File: config.mk
export PLATFORM = sky130hd
export DESIGN_NAME = sta_tile_sequencer
export DESIGN_NICKNAME = d
export VERILOG_FILES = /design/src/rtl/sta_tile_sequencer.sv
export SDC_FILE = /design/constraint.sdc
export NUM_CORES = 2
export LEC_CHECK = 0
export BUFFER_PORTS_ARGS = -buffer_cell sky130_fd_sc_hd__buf_2
export CORE_AREA = 4 4 614 616
export DETAILED_ROUTE_END_ITERATION = 8
export DIE_AREA = 0 0 618 620
export GPL_ROUTABILITY_DRIVEN = 0
export GPL_TIMING_DRIVEN = 1
export PLACE_DENSITY = 0.34
export SLEW_MARGIN = 20
export SYNTH_ARGS = -nofsm -noshare
export SYNTH_HDL_FRONTEND = slang
export SYNTH_SLANG_ARGS = --single-unit
File: constraint.sdc
create_clock -name clk_i -period 2.5 [get_ports clk_i]
set_input_delay 0.125 -clock clk_i [delete_from_list [all_inputs] [get_ports clk_i]]
set_output_delay 0.125 -clock clk_i [all_outputs]
set_load 0.02 [all_outputs]
File: src/rtl/sta_tile_sequencer.sv
// sta_tile_sequencer: tile-level controller for the systolic tensor array.
// Accepts K beats per tile, skews data columns / weight rows by PE_LATENCY
// per hop, clears the accumulators at tile start, waits out the array drain
// and presents the captured array result on a valid/ready stream.
// Optional macro STA_SEQ_DOUBLE_BUF_EN: the result lives in a holding
// register so the FSM returns to IDLE right after capture and the next tile
// can start while the previous result is still waiting for its handshake.
module sta_tile_sequencer #(
    parameter int N               = 2,
    parameter int M               = 2,
    parameter int B               = 4,
    parameter int QUANTIZED_WIDTH = 8,
    parameter int PE_LATENCY      = 4,
    parameter int K_MAX           = 16,
    parameter int PE_RESULT_WIDTH = 16*QUANTIZED_WIDTH
) (
    input  logic                                clk_i,
    input  logic                                reset_i,
    input  logic                                start_i,
    input  logic [$clog2(K_MAX+1)-1:0]          k_len_i,
    output logic                                busy_o,
    input  logic                                in_valid_i,
    output logic                                in_ready_o,
    input  logic [N*2*B*QUANTIZED_WIDTH-1:0]    in_data_i,
    input  logic [M*2*B*QUANTIZED_WIDTH-1:0]    in_weights_i,
    output logic [N*2*B*QUANTIZED_WIDTH-1:0]    sta_data_o,
    output logic [M*2*B*QUANTIZED_WIDTH-1:0]    sta_weights_o,
    output logic                                sta_clear_o,
    input  logic [M*N*PE_RESULT_WIDTH-1:0]      sta_result_i,
    output logic                                res_valid_o,
    input  logic                                res_ready_i,
    output logic [M*N*PE_RESULT_WIDTH-1:0]      res_data_o,
    output logic [15:0]                         tile_count_o
);

    localparam int LW           = 2*B*QUANTIZED_WIDTH;
    localparam int KW           = $clog2(K_MAX+1);
    localparam int RW           = M*N*PE_RESULT_WIDTH;
    localparam int DRAIN_CYCLES = (M+N)*PE_LATENCY + 1;
    localparam int DW           = $clog2(DRAIN_CYCLES+1);

    typedef enum logic [1:0] {
        S_IDLE,
        S_FEED,
        S_DRAIN,
        S_HOLD
    } state_t;

    state_t          r_state;
    state_t          w_nextState;
    logic [KW-1:0]   r_kLen;
    logic [KW-1:0]   r_beatCnt;
    logic [DW-1:0]   r_drainCnt;
    logic            r_resValid;
    logic [RW-1:0]   r_resData;
    logic [15:0]     r_tileCount;

    logic            w_startOk;
    logic            w_xfer;
    logic            w_drainLast;
    logic            w_capture;
    logic            w_resHandshake;
    logic [N*LW-1:0] w_beatData;
    logic [M*LW-1:0] w_beatWeights;

    assign w_startOk      = start_i && (k_len_i != '0) && (k_len_i <= KW'(K_MAX));
    assign w_xfer         = in_valid_i && in_ready_o;
    assign w_drainLast    = (r_drainCnt == DW'(DRAIN_CYCLES - 1));
    assign w_resHandshake = r_resValid && res_ready_i;

    // Bubbles and non-FEED cycles push zeros so they add nothing to the accumulators.
    assign w_beatData    = w_xfer ? in_data_i    : '0;
    assign w_beatWeights = w_xfer ? in_weights_i : '0;

    assign busy_o       = (r_state != S_IDLE);
    assign res_valid_o  = r_resValid;
    assign res_data_o   = r_resData;
    assign tile_count_o = r_tileCount;

    // Next-state decode plus the combinational handshake/clear/capture strobes.
    always_comb begin
        w_nextState = r_state;
        in_ready_o  = 1'b0;
        sta_clear_o = 1'b0;
        w_capture   = 1'b0;
        case (r_state)
            S_IDLE: begin
                if (w_startOk) begin
                    sta_clear_o = 1'b1;
                    w_nextState = S_FEED;
                end
            end
            S_FEED: begin
                in_ready_o = 1'b1;
                if (in_valid_i && (r_beatCnt == r_kLen - KW'(1))) begin
                    w_nextState = S_DRAIN;
                end
            end
            S_DRAIN: begin
                if (w_drainLast) begin
`ifdef STA_SEQ_DOUBLE_BUF_EN
                    if (!r_resValid || res_ready_i) begin
                        w_capture   = 1'b1;
                        w_nextState = S_IDLE;
                    end
`else
                    w_capture   = 1'b1;
                    w_nextState = S_HOLD;
`endif
                end
            end
            S_HOLD: begin
`ifdef STA_SEQ_DOUBLE_BUF_EN
                w_nextState = S_IDLE;
`else
                if (res_ready_i) begin
                    w_nextState = S_IDLE;
                end
`endif
            end
            default: w_nextState = S_IDLE;
        endcase
    end

    // State register, tile counters and the result capture/holding register.
    always_ff @(posedge clk_i) begin
        if (reset_i) begin
            r_state     <= S_IDLE;
            r_kLen      <= '0;
            r_beatCnt   <= '0;
            r_drainCnt  <= '0;
            r_resValid  <= 1'b0;
            r_resData   <= '0;
            r_tileCount <= '0;
        end else begin
            r_state <= w_nextState;
            if ((r_state == S_IDLE) && w_startOk) begin
                r_kLen    <= k_len_i;
                r_beatCnt <= '0;
            end else if (w_xfer) begin
                r_beatCnt <= r_beatCnt + KW'(1);
            end
            if (r_state != S_DRAIN) begin
                r_drainCnt <= '0;
            end else if (!w_drainLast) begin
                r_drainCnt <= r_drainCnt + DW'(1);
            end
            if (w_capture) begin
                r_resData <= sta_result_i;
            end
            if (w_capture) begin
                r_resValid <= 1'b1;
            end else if (w_resHandshake) begin
                r_resValid <= 1'b0;
            end
            if (w_resHandshake) begin
                r_tileCount <= r_tileCount + 16'd1;
            end
        end
    end

    assign sta_data_o[LW-1:0]    = w_beatData[LW-1:0];
    assign sta_weights_o[LW-1:0] = w_beatWeights[LW-1:0];

    for (genvar n = 1; n < N; n++) begin : g_dataSkew
        logic [LW-1:0] r_pipe [n*PE_LATENCY];
        // Delay data column n by n*PE_LATENCY cycles.
        always_ff @(posedge clk_i) begin
            if (reset_i) begin
                for (int i = 0; i < n*PE_LATENCY; i++) r_pipe[i] <= '0;
            end else begin
                r_pipe[0] <= w_beatData[n*LW +: LW];
                for (int i = 1; i < n*PE_LATENCY; i++) r_pipe[i] <= r_pipe[i-1];
            end
        end
        assign sta_data_o[n*LW +: LW] = r_pipe[n*PE_LATENCY-1];
    end

    for (genvar m = 1; m < M; m++) begin : g_weightSkew
        logic [LW-1:0] r_pipe [m*PE_LATENCY];
        // Delay weight row m by m*PE_LATENCY cycles.
        always_ff @(posedge clk_i) begin
            if (reset_i) begin
                for (int i = 0; i < m*PE_LATENCY; i++) r_pipe[i] <= '0;
            end else begin
                r_pipe[0] <= w_beatWeights[m*LW +: LW];
                for (int i = 1; i < m*PE_LATENCY; i++) r_pipe[i] <= r_pipe[i-1];
            end
        end
        assign sta_weights_o[m*LW +: LW] = r_pipe[m*PE_LATENCY-1];
    end

endmodule

# Word-level counts from Yosys, hierarchy flattened

Memories as Yosys holds them, arrays and structs flattened.
Cells that the tools add are included.

Register bits: 546
Bits in latches: 0
Memory bits (writable): 512
Memory bits (read-only): 0
Output and inout bits: 788
Word-level logic and storage cells: 70
Memories kept: 2

Add/sub/neg operators: 4
Multiply operators: 0
Div/mod/pow operators: 0
Magnitude comparators: 1
Equality and inequality tests: 10
Shift operators: 0
Multiplexer cells: 25
Bitwise gates (word level): 8
Reductions and logical operators: 13

Memory list:

| name                   | words | bits a word | rd ports | clocked after memory_dff | write ports | line | RTL |
|---|---|---|---|---|---|---|---|
| g_dataSkew[1].r_pipe   | 4     | 64          | 4        | 0                        | 4           | 166  | `logic [LW-1:0] r_pipe [n*PE_LATENCY];` |
| g_weightSkew[1].r_pipe | 4     | 64          | 4        | 0                        | 4           | 180  | `logic [LW-1:0] r_pipe [m*PE_LATENCY];` |

Operators with widths:

| cell                                                                   | count |
|---|---|
| 64-bit two-way mux                                                     | 8 |
| 128-bit two-way mux                                                    | 2 |
| 16-bit by 1-bit adder with 16-bit output (second input constant)       | 1 |
| 5-bit by 1-bit adder with 5-bit output (second input constant)         | 2 |
| 1-bit two-way mux                                                      | 10 |
| 2-bit != test (second input constant)                                  | 5 |
| 2-bit two-way mux                                                      | 4 |
| 1-bit OR                                                               | 8 |
| 2-bit one-hot mux with 4 select lines                                  | 1 |
| 1-bit logical AND                                                      | 6 |
| 5-bit equality test                                                    | 1 |
| 5-bit equality test (second input constant)                            | 1 |
| 5-bit <= comparator (second input constant)                            | 1 |
| 5-bit nonzero test                                                     | 1 |
| 5-bit by 1-bit subtractor with 5-bit output (second input constant)    | 1 |
| 2-bit equality test (second input constant)                            | 2 |
| 4-bit AND reduction                                                    | 1 |
| 2-bit nonzero test                                                     | 2 |
| 2-bit OR reduction                                                     | 2 |
| 2-bit by 1-bit equality test with 1-bit output (second input constant) | 1 |
| 2-bit logical NOT                                                      | 1 |

# Depth between registers and ports, before layout

Word-level depth: 5
Gate-level depth with buffers: 10

# Worst setup path before layout

OpenSTA, ideal clock, no wires.

Path kind: register to register
Start: reg r_drainCnt[0]
End: reg r_resData[0] (netlist: res_data_o[0])
Arrival time: 1.537 ns
Data required time: 2.368 ns
Slack: 0.831 ns
Cell stages (with the launch flop): 11
Path buffers: 4
Path through: dfxtp_1 > inv_1 > ha_1 > and4bb_1 > buf_6 > and2_4 > buf_8 > buf_8 > buf_6 > nand2_1 > a21oi_1

Cells in the longest elaborated chain, start to end: 3

RTL lines:

| item                     | line | RTL |
|---|---|---|
| start: declaration       | 53   | `logic [DW-1:0] r_drainCnt;` |
| start signal: assignment | 146  | `r_drainCnt <= r_drainCnt + DW'(1);` |
| 5-bit equality test      | 68   | `assign w_drainLast = (r_drainCnt == DW'(DRAIN_CYCLES - 1));` |
| 1-bit two-way mux        | 100  | `if (w_drainLast) begin` |
| 1-bit two-way mux        | 86   | `case (r_state)` |
| end signal: assignment   | 149  | `r_resData <= sta_result_i;` |
| end: declaration         | 55   | `logic [RW-1:0] r_resData;` |

Every way passes these cells.
A chain may end at the register's enable or synchronous reset.

# Worst setup path in the final report

Start: reg r_state[0]
End: out sta_weights_o[57]

Cells in the longest elaborated chain, start to end: 4

RTL lines:

| item                                           | line | RTL |
|---|---|---|
| start: declaration                             | 49   | `state_t r_state;` |
| start signal: assignment                       | 136  | `r_state <= w_nextState;` |
| 2-bit by 1-bit equality test with 1-bit output | 86   |  |
| 1-bit two-way mux                              | 86   |  |
| 1-bit logical AND                              | 67   | `assign w_xfer = in_valid_i && in_ready_o;` |
| 128-bit two-way mux                            | 73   | `assign w_beatWeights = w_xfer ? in_weights_i : '0;` |
| end: declaration                               | 27   | `output logic [M*2*B*QUANTIZED_WIDTH-1:0] sta_weights_o,` |

Every way passes these cells.

==> summary.txt <==
WP buf/inv -> 2
Detail Placement HPWL -> 242 mm
WL per Instance -> 25.5 um
Die X -> 618 um
I/O pins -> 1,566
Die ar. -> 383,000 um2
Hold Fails Final Rpt -> 0
CP Max Fanout -> 52
Clock slew at reported path FFs -> 0.06 ns
Design Area, Final -> 60,900 um2
Yosys top cell by area -> dfxtp_1
Crit path arrival time -> 2.29 ns
Clk_skew -> 0.0335 ns
Tot GR Track Use -> 13.9%
Fin nets -> 6,706
Antenna violations before repair -> 223
Synth top area cells -> dfxtp_1 62%, nand2_1 11%, a21oi_1 7.6%
Worst Tran Pin Value -> 0.532 ns
Rows -> 224
Critical path startpoint category -> flip-flop
Peak VDD IR -> 457 uV
Clock Tree Root -> clkbuf_16
Layout cell share with drive strength beyond 1 -> 32.3%
Flip-flop and latch area -> 21,200 um2
Max-capacitance violation count -> 0
Syn Inst Count -> 3,647
Leakage -> 0.0254 uW
Filler instances -> 42,100
Top_reg_cell synth -> dfxtp_1
CP delay by family, top -> buffers and inverters
Area grow syn2layout -> 78.7%
Placed cell area -> 47,600 um2
Area of the core -> 371,000 um2
Worst slack at placement -> 0.251 ns
Vert. Die Dim -> 620 um
Syn Nets -> 4,434
Run status -> complete, no violations
Final setup viols -> 0
Setup crit end kind -> output port
Unrepaired setup endpoints after global routing -> yes
CTS tree -> yes
Vias in the first global route -> 36,100
Final slew viol count -> 0
Post-synth ARST share -> 0%
CTS buffer count -> 146
Worst path required time -> 2.38 ns
Final wirelength -> 283 mm
Clk buf depth -> 4
Synthesized area -> 34,100 um2
Slowest cell on crit path -> dfxtp_1
Worst-Skew Late Latency -> 0.81 ns
Fmax achieved -> 414 MHz
EDFF count, synth -> 0
Unique masters post-synth -> 38
Min-Delay Path Class -> input port to flip-flop
H-Tree Depth -> 4
DRC violations left -> 0
DR iter-0 viols -> 2,386
Drt first pass iters -> 8
ANT nets after route -> 0
CP max stage delay -> 0.42 ns
PwrDens -> 732 nW/um2
DR vias -> 35,700
Sequential-to-total area share from yosys stat -> 62.2%
Warnings from Yosys -> 0
CP Class -> flip-flop to output port
Clock tree sinks -> 1,058
Max_slew headroom -> 64.5%
IO buf count -> 1,565
Final Cycle Share -> 96.5%
Worst setup margin -> 0.0864 ns
Largest net degree at the start of global routing -> 93
First-pass GRT wire length -> 356 mm
Syn Area/Cell -> 9.34 um2
Starting density of the core -> 9.17%
Synth top area share -> 62.2%
Area of the multi-input gates -> 11,500 um2
Grt ovf -> 0
Via density -> 3.23
Tmin final -> 2.41 ns
Seq cells post-synth -> 1,058
Crit-path cells -> ha_4, buf_16, and3_1, buf_2
[where the power goes]
part	internal, uW	switching (uW)	total [uW]	leakage [uW]
Sequential	17100	106	17200	0.00853
Clock	13400	8590	22000	0.00243
Combinational	2230	3070	5300	0.0145
Total	32800	11800	44600	0.0254
[worst register-to-register path: cells and delay by family (launching register included)]
| kind | cells | cell delay [ns] |
|---|---|---|
| buffers and inverters | 5 | 1.22 |
| AO/OA/AOI/OAI | 1 | 0.18 |
| flip-flops | 1 | 0.38 |
| AND/OR/NAND/NOR | 3 | 0.39 |
| adder cells (fa/ha/maj) | 1 | 0.17 |
[kinds of logic (layout without fill, tap and decap cells)]
family | Yosys count | count (layout) | synth area share [%]
buffers and inverters | 273 | 2653 | 4.46
other | 0 | 75 | 0
multiplexers | 8 | 8 | 0.235
AO/OA/AOI/OAI | 529 | 529 | 7.87
AND/OR/NAND/NOR | 1745 | 1745 | 24.3
flip-flops | 1058 | 1058 | 62.2
XOR/XNOR | 25 | 25 | 0.643
adder cells (fa/ha/maj) | 9 | 9 | 0.331
[cells in the final DEF (no fill, tap or decap), types with 5 or more instances in the layout]
cell type	n
nor2_1	27
clkinv_2	15
buf_2	1498
nand3_1	9
clkbuf_16	150
mux2i_1	8
nor2b_1	384
clkinvlp_4	10
buf_4	62
clkbuf_8	27
nand2b_1	5
clkbuf_1	24
nand2_1	1033
buf_6	45
xor2_1	15
xnor2_1	10
nand4_1	7
and3_1	73
inv_6	7
bufinv_16	17
and3_2	40
dlygate4sd3_1	736
buf_8	8
and3_4	16
dfxtp_1	1057
and2_1	132
buf_12	28
ha_1	7
inv_1	11
diode_2	75
a21oi_1	518
nor3_1	6
[cells in the mapped netlist, types with 2 or more instances]
master / n
ha_1: 9
buf_8: 5
nand2_1: 1033
o21ai_0: 4
a21oi_1: 518
buf_6: 52
and4_1: 2
and2_1: 132
nand4_1: 7
clkbuf_1: 177
buf_2: 25
inv_1: 12
nand2b_1: 5
nor3_1: 6
nor2b_1: 384
or3_1: 3
xnor2_1: 10
mux2i_1: 8
dfxtp_1: 1058
nor2_1: 28
and3_1: 129
nand3_1: 9
nor4_1: 2
xor2_1: 15
[metrics by stage]
stage               setup TNS, ns  std cells  power [uW]  hold WS [ns]  util [%]
finish                          0      11100       44600        0.0981      16.4
global route              -0.0753      11000       46500        0.0234      16.4
global placement                0       9999       21300         0.325      12.8
CTS                        -0.676      11000       45500      0.000440      16.3
floorplan                       0       3647       19000         0.247         -
detailed placement              0       9999       21300         0.329      12.8
[cell type report]
class                           instances  area share [%]
Timing Repair Buffer                 2385            27.5
Sequential cell                      1058            34.8
Inverter                               12          0.0740
Clock buffer                          198            6.80
Tap cell                             4972            10.2
Multi-Input combinational cell       2316            18.9
Clock inverter                         58            1.43
Antenna cell                           75           0.308
[final timing paths]
check	startpoint	end	slack, ns	cells after the start
setup / recovery	r_state[0]$_SDFFE_PP0P_	sta_weights_o[57]	0.09	4
hold / removal	in_data_i[81]	g_dataSkew[1].r_pipe[0][17]$_SDFF_PP0_	0.1	3
setup reg to reg	r_drainCnt[1]$_SDFFE_PP0P_	res_data_o[490]$_SDFFE_PP0P_	0.09	10
hold reg to reg	g_weightSkew[1].r_pipe[1][18]$_SDFF_PP0_	g_weightSkew[1].r_pipe[2][18]$_SDFF_PP0_	0.43	1
[layer usage]
metal | vias to the layer above | wire [um] | track usage [%]
met5 | - | 644 | 0.674
li1 | 16300 | - | -
met2 | 1710 | 135000 | 23.7
met1 | 17200 | 110000 | 15.7
met3 | 542 | 27200 | 5.84
met4 | 32 | 9730 | 3.71
[repair_timing]
| item | CTS | global route |
|---|---|---|
| gates cloned | 1 | 3 |
| resized for setup | 117 | 92 |
| buffers inserted | 3 | 1 |
| endpoints found under the hold margin | 820 | 0 |
| hold buffers | 736 | 0 |
| pin swaps | 1 | 0 |
| setup endpoints to repair | 114 | 101 |
[flip-flops by register name (all words and copies together) (netlist names)]
register / cells
r_state: 2
res_data_o: 512
tile_count_o: 16
r_beatCnt: 5
g_weightSkew.r_pipe: 256
g_dataSkew.r_pipe: 256
res_valid_o: 1
r_kLen: 5
r_drainCnt: 5
(Power assumes the default switching activity.)
